<file path="src/rtl/clock_divider_pkg.sv">
// Shared constants for the clock divider bank: mode encoding, default
// parameter values and the config channel-index width helper.
package clock_divider_pkg;

  localparam bit MODE_TOGGLE = 1'b0;
  localparam bit MODE_PULSE  = 1'b1;

  localparam int          DEF_NCH   = 4;
  localparam int          DEF_WIDTH = 32;
  localparam int unsigned DEF_DIV   = 50000;
  localparam bit          DEF_MODE  = MODE_TOGGLE;

  // Width of a channel index; never zero, even for a single channel.
  function automatic int ch_idx_w(input int n);
    return (n > 1) ? $clog2(n) : 1;
  endfunction

endpackage

</file>
<file path="src/rtl/clock_divider_channel.sv">
// One divider channel: active and shadow {div, mode}, pending flag, counter.
// Ports:
//   in_clk, rst_n      clock, async active-low reset
//   en                 run enable; low clears counter and output
//   sync_clr           restart counter/output and apply a waiting shadow
//   wr, wr_div/mode    accepted config write into the shadow
//   out_clk            divided clock (toggle) or one-cycle tick (pulse), a flop
//   pending            shadow waiting to be applied
module clock_divider_channel
  import clock_divider_pkg::*;
#(
  parameter int          WIDTH        = DEF_WIDTH,
  parameter int unsigned DEFAULT_DIV  = DEF_DIV,
  parameter bit          DEFAULT_MODE = DEF_MODE
) (
  input  logic             in_clk,
  input  logic             rst_n,
  input  logic             en,
  input  logic             sync_clr,
  input  logic             wr,
  input  logic [WIDTH-1:0] wr_div,
  input  logic             wr_mode,
  output logic             out_clk,
  output logic             pending
);

  typedef struct packed {
    logic [WIDTH-1:0] div;
    logic             mode;
  } cfg_t;

  localparam cfg_t CFG_RST = '{div: WIDTH'(DEFAULT_DIV), mode: DEFAULT_MODE};

  cfg_t             act, shd;
  logic [WIDTH-1:0] cnt;
  logic             div_zero, wrap, apply;

  assign div_zero = (act.div == '0);
  // Compare against D-1 rather than incrementing past D, so D = 2^WIDTH-1
  // never needs a wider counter.
  assign wrap     = en & ~div_zero & (cnt == act.div - WIDTH'(1));
  // pending is only ever set on the acceptance edge, so a wrap on that same
  // edge cannot apply the new shadow; it waits for the next wrap.
  assign apply    = pending & (sync_clr | wrap | ~en | div_zero);

  always_ff @(posedge in_clk or negedge rst_n) begin
    if (!rst_n) begin
      act     <= CFG_RST;
      shd     <= CFG_RST;
      cnt     <= '0;
      out_clk <= 1'b0;
      pending <= 1'b0;
    end else begin
      if (apply) act <= shd;
      if (wr)    shd <= '{div: wr_div, mode: wr_mode};
      // wr only arrives when pending is clear, so it never races apply.
      pending <= wr | (pending & ~apply);

      if (sync_clr || apply || !en || div_zero) begin
        cnt     <= '0;
        out_clk <= 1'b0;
      end else if (wrap) begin
        cnt     <= '0;
        out_clk <= (act.mode == MODE_PULSE) ? 1'b1 : ~out_clk;
      end else begin
        cnt <= cnt + WIDTH'(1);
        if (act.mode == MODE_PULSE) out_clk <= 1'b0;
      end
    end
  end

endmodule

</file>
<file path="src/rtl/clock_divider_bank.sv">
// Bank of NCH independent clock dividers sharing one config port.
// Ports:
//   in_clk, rst_n          clock, async active-low reset
//   en[NCH]                per-channel run enable
//   sync_clr               restart all channels together and apply shadows
//   cfg_valid/cfg_ready    config handshake; ready = ~pending[cfg_ch]
//   cfg_ch/div/mode        target channel, new divisor, new mode
//   out_clk[NCH]           per-channel output, driven from flops
//   pending[NCH]           per-channel shadow waiting
module clock_divider_bank
  import clock_divider_pkg::*;
#(
  parameter int          NCH          = DEF_NCH,
  parameter int          WIDTH        = DEF_WIDTH,
  parameter int unsigned DEFAULT_DIV  = DEF_DIV,
  parameter bit          DEFAULT_MODE = DEF_MODE
) (
  input  logic                       in_clk,
  input  logic                       rst_n,
  input  logic [NCH-1:0]             en,
  input  logic                       sync_clr,
  input  logic                       cfg_valid,
  output logic                       cfg_ready,
  input  logic [ch_idx_w(NCH)-1:0]   cfg_ch,
  input  logic [WIDTH-1:0]           cfg_div,
  input  logic                       cfg_mode,
  output logic [NCH-1:0]             out_clk,
  output logic [NCH-1:0]             pending
);

  localparam int CHW = ch_idx_w(NCH);

  // Pending flags padded out to every index cfg_ch can encode; the padding is
  // zero, so a nonexistent channel reads ready and its write matches no one.
  logic [2**CHW-1:0] pend_pad;
  logic [NCH-1:0]    wr;

  assign pend_pad  = (2**CHW)'(pending);
  assign cfg_ready = ~pend_pad[cfg_ch];

  for (genvar i = 0; i < NCH; i++) begin : g_ch
    assign wr[i] = cfg_valid & cfg_ready & (cfg_ch == CHW'(i));

    clock_divider_channel #(
      .WIDTH        (WIDTH),
      .DEFAULT_DIV  (DEFAULT_DIV),
      .DEFAULT_MODE (DEFAULT_MODE)
    ) u_ch (
      .in_clk   (in_clk),
      .rst_n    (rst_n),
      .en       (en[i]),
      .sync_clr (sync_clr),
      .wr       (wr[i]),
      .wr_div   (cfg_div),
      .wr_mode  (cfg_mode),
      .out_clk  (out_clk[i]),
      .pending  (pending[i])
    );
  end

endmodule

</file>
<file path="config.mk">
export PLATFORM = sky130hd
export DESIGN_NAME = clock_divider_bank
export DESIGN_NICKNAME = d
export VERILOG_FILES = /design/src/rtl/clock_divider_pkg.sv /design/src/rtl/clock_divider_channel.sv /design/src/rtl/clock_divider_bank.sv
export SDC_FILE = /design/constraint.sdc
export NUM_CORES = 1
export LEC_CHECK = 0
export ABC_AREA = 1
export CAP_MARGIN = 20
export CORE_MARGIN = 2
export CORE_UTILIZATION = 64
export DETAILED_ROUTE_END_ITERATION = 8
export HOLD_SLACK_MARGIN = 0.03
export PLACE_DENSITY_LB_ADDON = 0.05
export SLEW_MARGIN = 15
export SYNTH_ARGS = -nofsm -noshare
export SYNTH_HDL_FRONTEND = slang
export SYNTH_HIERARCHICAL = 1
export SYNTH_SLANG_ARGS = --single-unit
</file>
<file path="constraint.sdc">
create_clock -name in_clk -period 3.2 [get_ports in_clk]
set_input_delay 0.32 -clock in_clk [delete_from_list [all_inputs] [get_ports in_clk]]
set_output_delay 0.32 -clock in_clk [all_outputs]
set_load 0.03 [all_outputs]
</file>
==> impl_results.md <==
- Outcome: complete, no violations
- Post-Route Skew: about 0.011 ns
- Average routed wire per standard cell: between 15 and 20 um
- Sequential share of the synthesized area: 40.7%
- Post-synthesis cell count: about 3.4k
- Worst ir drop on vdd: 483 uV
- Fraction of layout cells with a size suffix above 1: 12.7%
- DP HPWL: about 50 mm
- Final GP Congestion: 0.993
- Syn Nets: roughly 3.4k
- Critical Path AT: 3.44 ns
- Post-synth top area cell: dfrtp_1
- Synth top area cells: dfrtp_1 36%, nand2_1 16%, nand3_1 8.0%
- Post-route setup TNS: 0 ns
- Clk slew on worst S/H paths: ~0.06 ns
- Largest family of logic cells by synthesized area: simple AND/OR/NAND/NOR gates
- Max_cap viols: 0
- Area of the multi-input gates: 0.0129 sq mm
- Synth unique cells: 42
- Fillers: around 3k
- Syn. warnings: 6
- Final min period: approximately 3.0 ns
- Most common cell after layout, fill and taps aside: nand2_1
- Worst setup EP type: register
- Final hold viol count: 0
- Root Buffer: clkbuf_16
- Final setup fails: 0
- Antenna Violating Nets Remaining: 0
- Max incr delay on CP: approximately 0.40 ns
- Synth Area in Simple Gates: about two fifths
- Area of the die: approximately 0.040 sq mm
- Mux share of post-synthesis cell area: under 10%
- Critical Path Source Type: register
- Final Max Tran Viols: 0
- Slowest CP cell: dfrtp_1
- Slew @ Worst Pin: approximately 0.65 ns
- Top-area cell type share of the netlist area: a little over a third
- P per Cell Area: 662 mW/mm^2
- TritonRoute pass-1 iters: 5
- Period utilization: 94.2%
- # IOs: 52
- Critical Setup Path Class: register to register
- Main synth FF type: dfrtp_1
- Core area: between 0.03 and 0.04 sq mm
- RSZ-0062 raised after global routing: false
- Total wire length: 68.5 mm
- First-pass GRT wire length: approximately 110 mm
- CTS buffer count: 42
- Xor and xnor area share after synthesis: under 10%
- CTS sink cnt: 400
- PortBufs: 51
- Leak Pwr: between 10 and 15 nW
- Clock Path Buffers: 3
- Achievable Freq: roughly 330 MHz
- Max transition margin: around 57%
- Area growth from synthesis to layout: 10.0%
- Post-synth EDFFs: 0
- Htree depth: 2
- Die height: about 200 um
- Asr flop ratio synth: 100%
- Via/cell ratio: 5.62
- Gr ovfl total: 0
- Total power: approximately 18 mW
- Hold Path Class: primary input to asynchronous set/reset pin
- Compound-Gate Fraction of Synth Area: about 2.2%
- Worst hold slack: roughly 0.34 ns
- Initial antenna violation count: 2
- Largest net degree at the start of global routing: 95
- All-layer global routing usage: between 30 and 40%
- Num rows: 71
- CP Cell Sequence: inv_1, ha_1, nand2_2, nor2_4, nand2_1, nor2_1, nand2_1, nand3_1, nand2_1, inv_1, nand3_1, nor2_4, nand2_2, nand2_4, nand2_4, nand2_4, nor2_1
- Clock insertion delay at the later pin of the skew report: ~0.57 ns
- Reg area: roughly 0.01 sq mm
- Commonest cells after routing, fill and taps aside: 1038 x nand2_1, 507 x nor2_1, 394 x nand3_1, 352 x dfrtp_1, 317 x inv_1
- NumNets Final: between 3k and 4k
- Critical path peak fanout: 32
- Critical Path RT: around 3.6 ns
- Synthesized area: approximately 0.025 sq mm
- Vias in the first global route: ~22k
- Syn Area/Cell: around 7.3 sq um
- Adder-Cell Fraction of Synth Area: less than 1%
- Synth Register Bits: 400
- Vias after detailed routing: 22.4k
- DR DRC count: 0
- CTS tree: yes
- Drt initial violations: between 1.5k and 2k
- Die W: approximately 200 um
- Starting Density: 65.3%
## layer usage
metal | wire length, um | global-route usage [%] | part of all wire, %
met5 | 0 | 0 | 0
met4 | 3130 | 16.4 | 4.6
met3 | 4910 | 5.37 | 7.2
met2 | 31800 | 56.2 | 46
met1 | 28600 | 45.2 | 42
## repair_timing
item,CTS,global route
setup buffers,0,9
endpoints found under the hold margin,65,0
resized for setup,0,13
setup endpoints to repair,0,224
hold buffers,1,0
## Yosys cell counts (5+ instances only)
cell type	count
nand4_1	67
o21ai_0	47
nor2_2	38
ha_1	12
dfrtp_1	352
inv_1	317
xnor2_1	61
o21bai_1	19
dfstp_2	48
a21oi_1	9
nor4_1	12
nor3_1	25
clkbuf_1	34
nand3b_1	24
mux2_2	132
or2_2	19
buf_6	18
nand2_4	13
nand3_2	5
inv_2	24
nand3_1	394
nand2_1	1038
xor2_1	59
nor2_4	18
nor2_1	514
nand2_2	22
o21ai_1	6
buf_2	33
## area by class of cell
type                       count  share of cell area [%]
timing repair buffer          91                    3.33
sequential                   400                    37.0
multi-input combinational   2554                    47.4
inverter                     345                    4.76
clock inverter                10                   0.377
tap                          511                    2.35
antenna                        2                  0.0184
clock buffer                  68                    4.79
## state kept, by name, indices dropped and copies added (netlist names)
register and flops:
g_ch.u_ch/act 132, g_ch.u_ch/cnt 128, g_ch.u_ch/out_clk 4, g_ch.u_ch/pending 4
g_ch.u_ch/shd 132
## cell families after synthesis
family / after synthesis
AOI/OAI and AO/OA: 91
xor gates and xnor gates: 121
adders and majority gates: 12
buffers and inverters: 436
DFF: 400
muxes: 132
and+or+nand+nor: 2198
## worst max-delay path, delay by kind of cell (launching register included)
family | cells | cell delay (ns)
adder cells (fa/ha/maj) | 1 | 0.26
buffers and inverters | 2 | 0.26
flip-flops | 1 | 0.40
AND/OR/NAND/NOR | 14 | 1.93
## through the flow
step	std cells	instance area (sq um)	setup WS [ns]	utilization [%]
5_1_grt	3979	27200	0.00408	71.9
3_5_place_dp	3891	25600	0.143	67.8
4_1_cts	3970	27100	0.109	71.5
6_report	3981	27200	0.185	71.9
3_3_place_gp	3891	25600	0.279	67.8
2_1_floorplan	3390	24700	0.834	-
## worst paths after layout
path | slack, ns | startpoint | end | cells past startpoint
setup reg to reg | 0.18 | g_ch[2].u_ch/act[1]$_DFFE_PN0P_ | g_ch[2].u_ch/cnt[14]$_DFF_PN0_ | 17
hold / removal | 0.34 | rst_n | g_ch[1].u_ch/cnt[18]$_DFF_PN0_ | 2
hold reg to reg | 0.49 | g_ch[2].u_ch/shd[5]$_DFFE_PN1P_ | g_ch[2].u_ch/act[5]$_DFFE_PN1P_ | 2
max in group asynchronous | 1.88 | rst_n | g_ch[0].u_ch/cnt[16]$_DFF_PN0_ | 3
setup / recovery | 0.18 | g_ch[2].u_ch/act[1]$_DFFE_PN0P_ | g_ch[2].u_ch/cnt[14]$_DFF_PN0_ | 17
min in group in_clk | 0.49 | g_ch[2].u_ch/shd[5]$_DFFE_PN1P_ | g_ch[2].u_ch/act[5]$_DFFE_PN1P_ | 2
## power by group
part	leakage [nW]	switching (mW)	internal (mW)
clock	0.692	2.02	2.94
sequential	5.04	1.23	6.13
combinational	7.28	3.61	2.07
(Power assumes the default switching activity.)
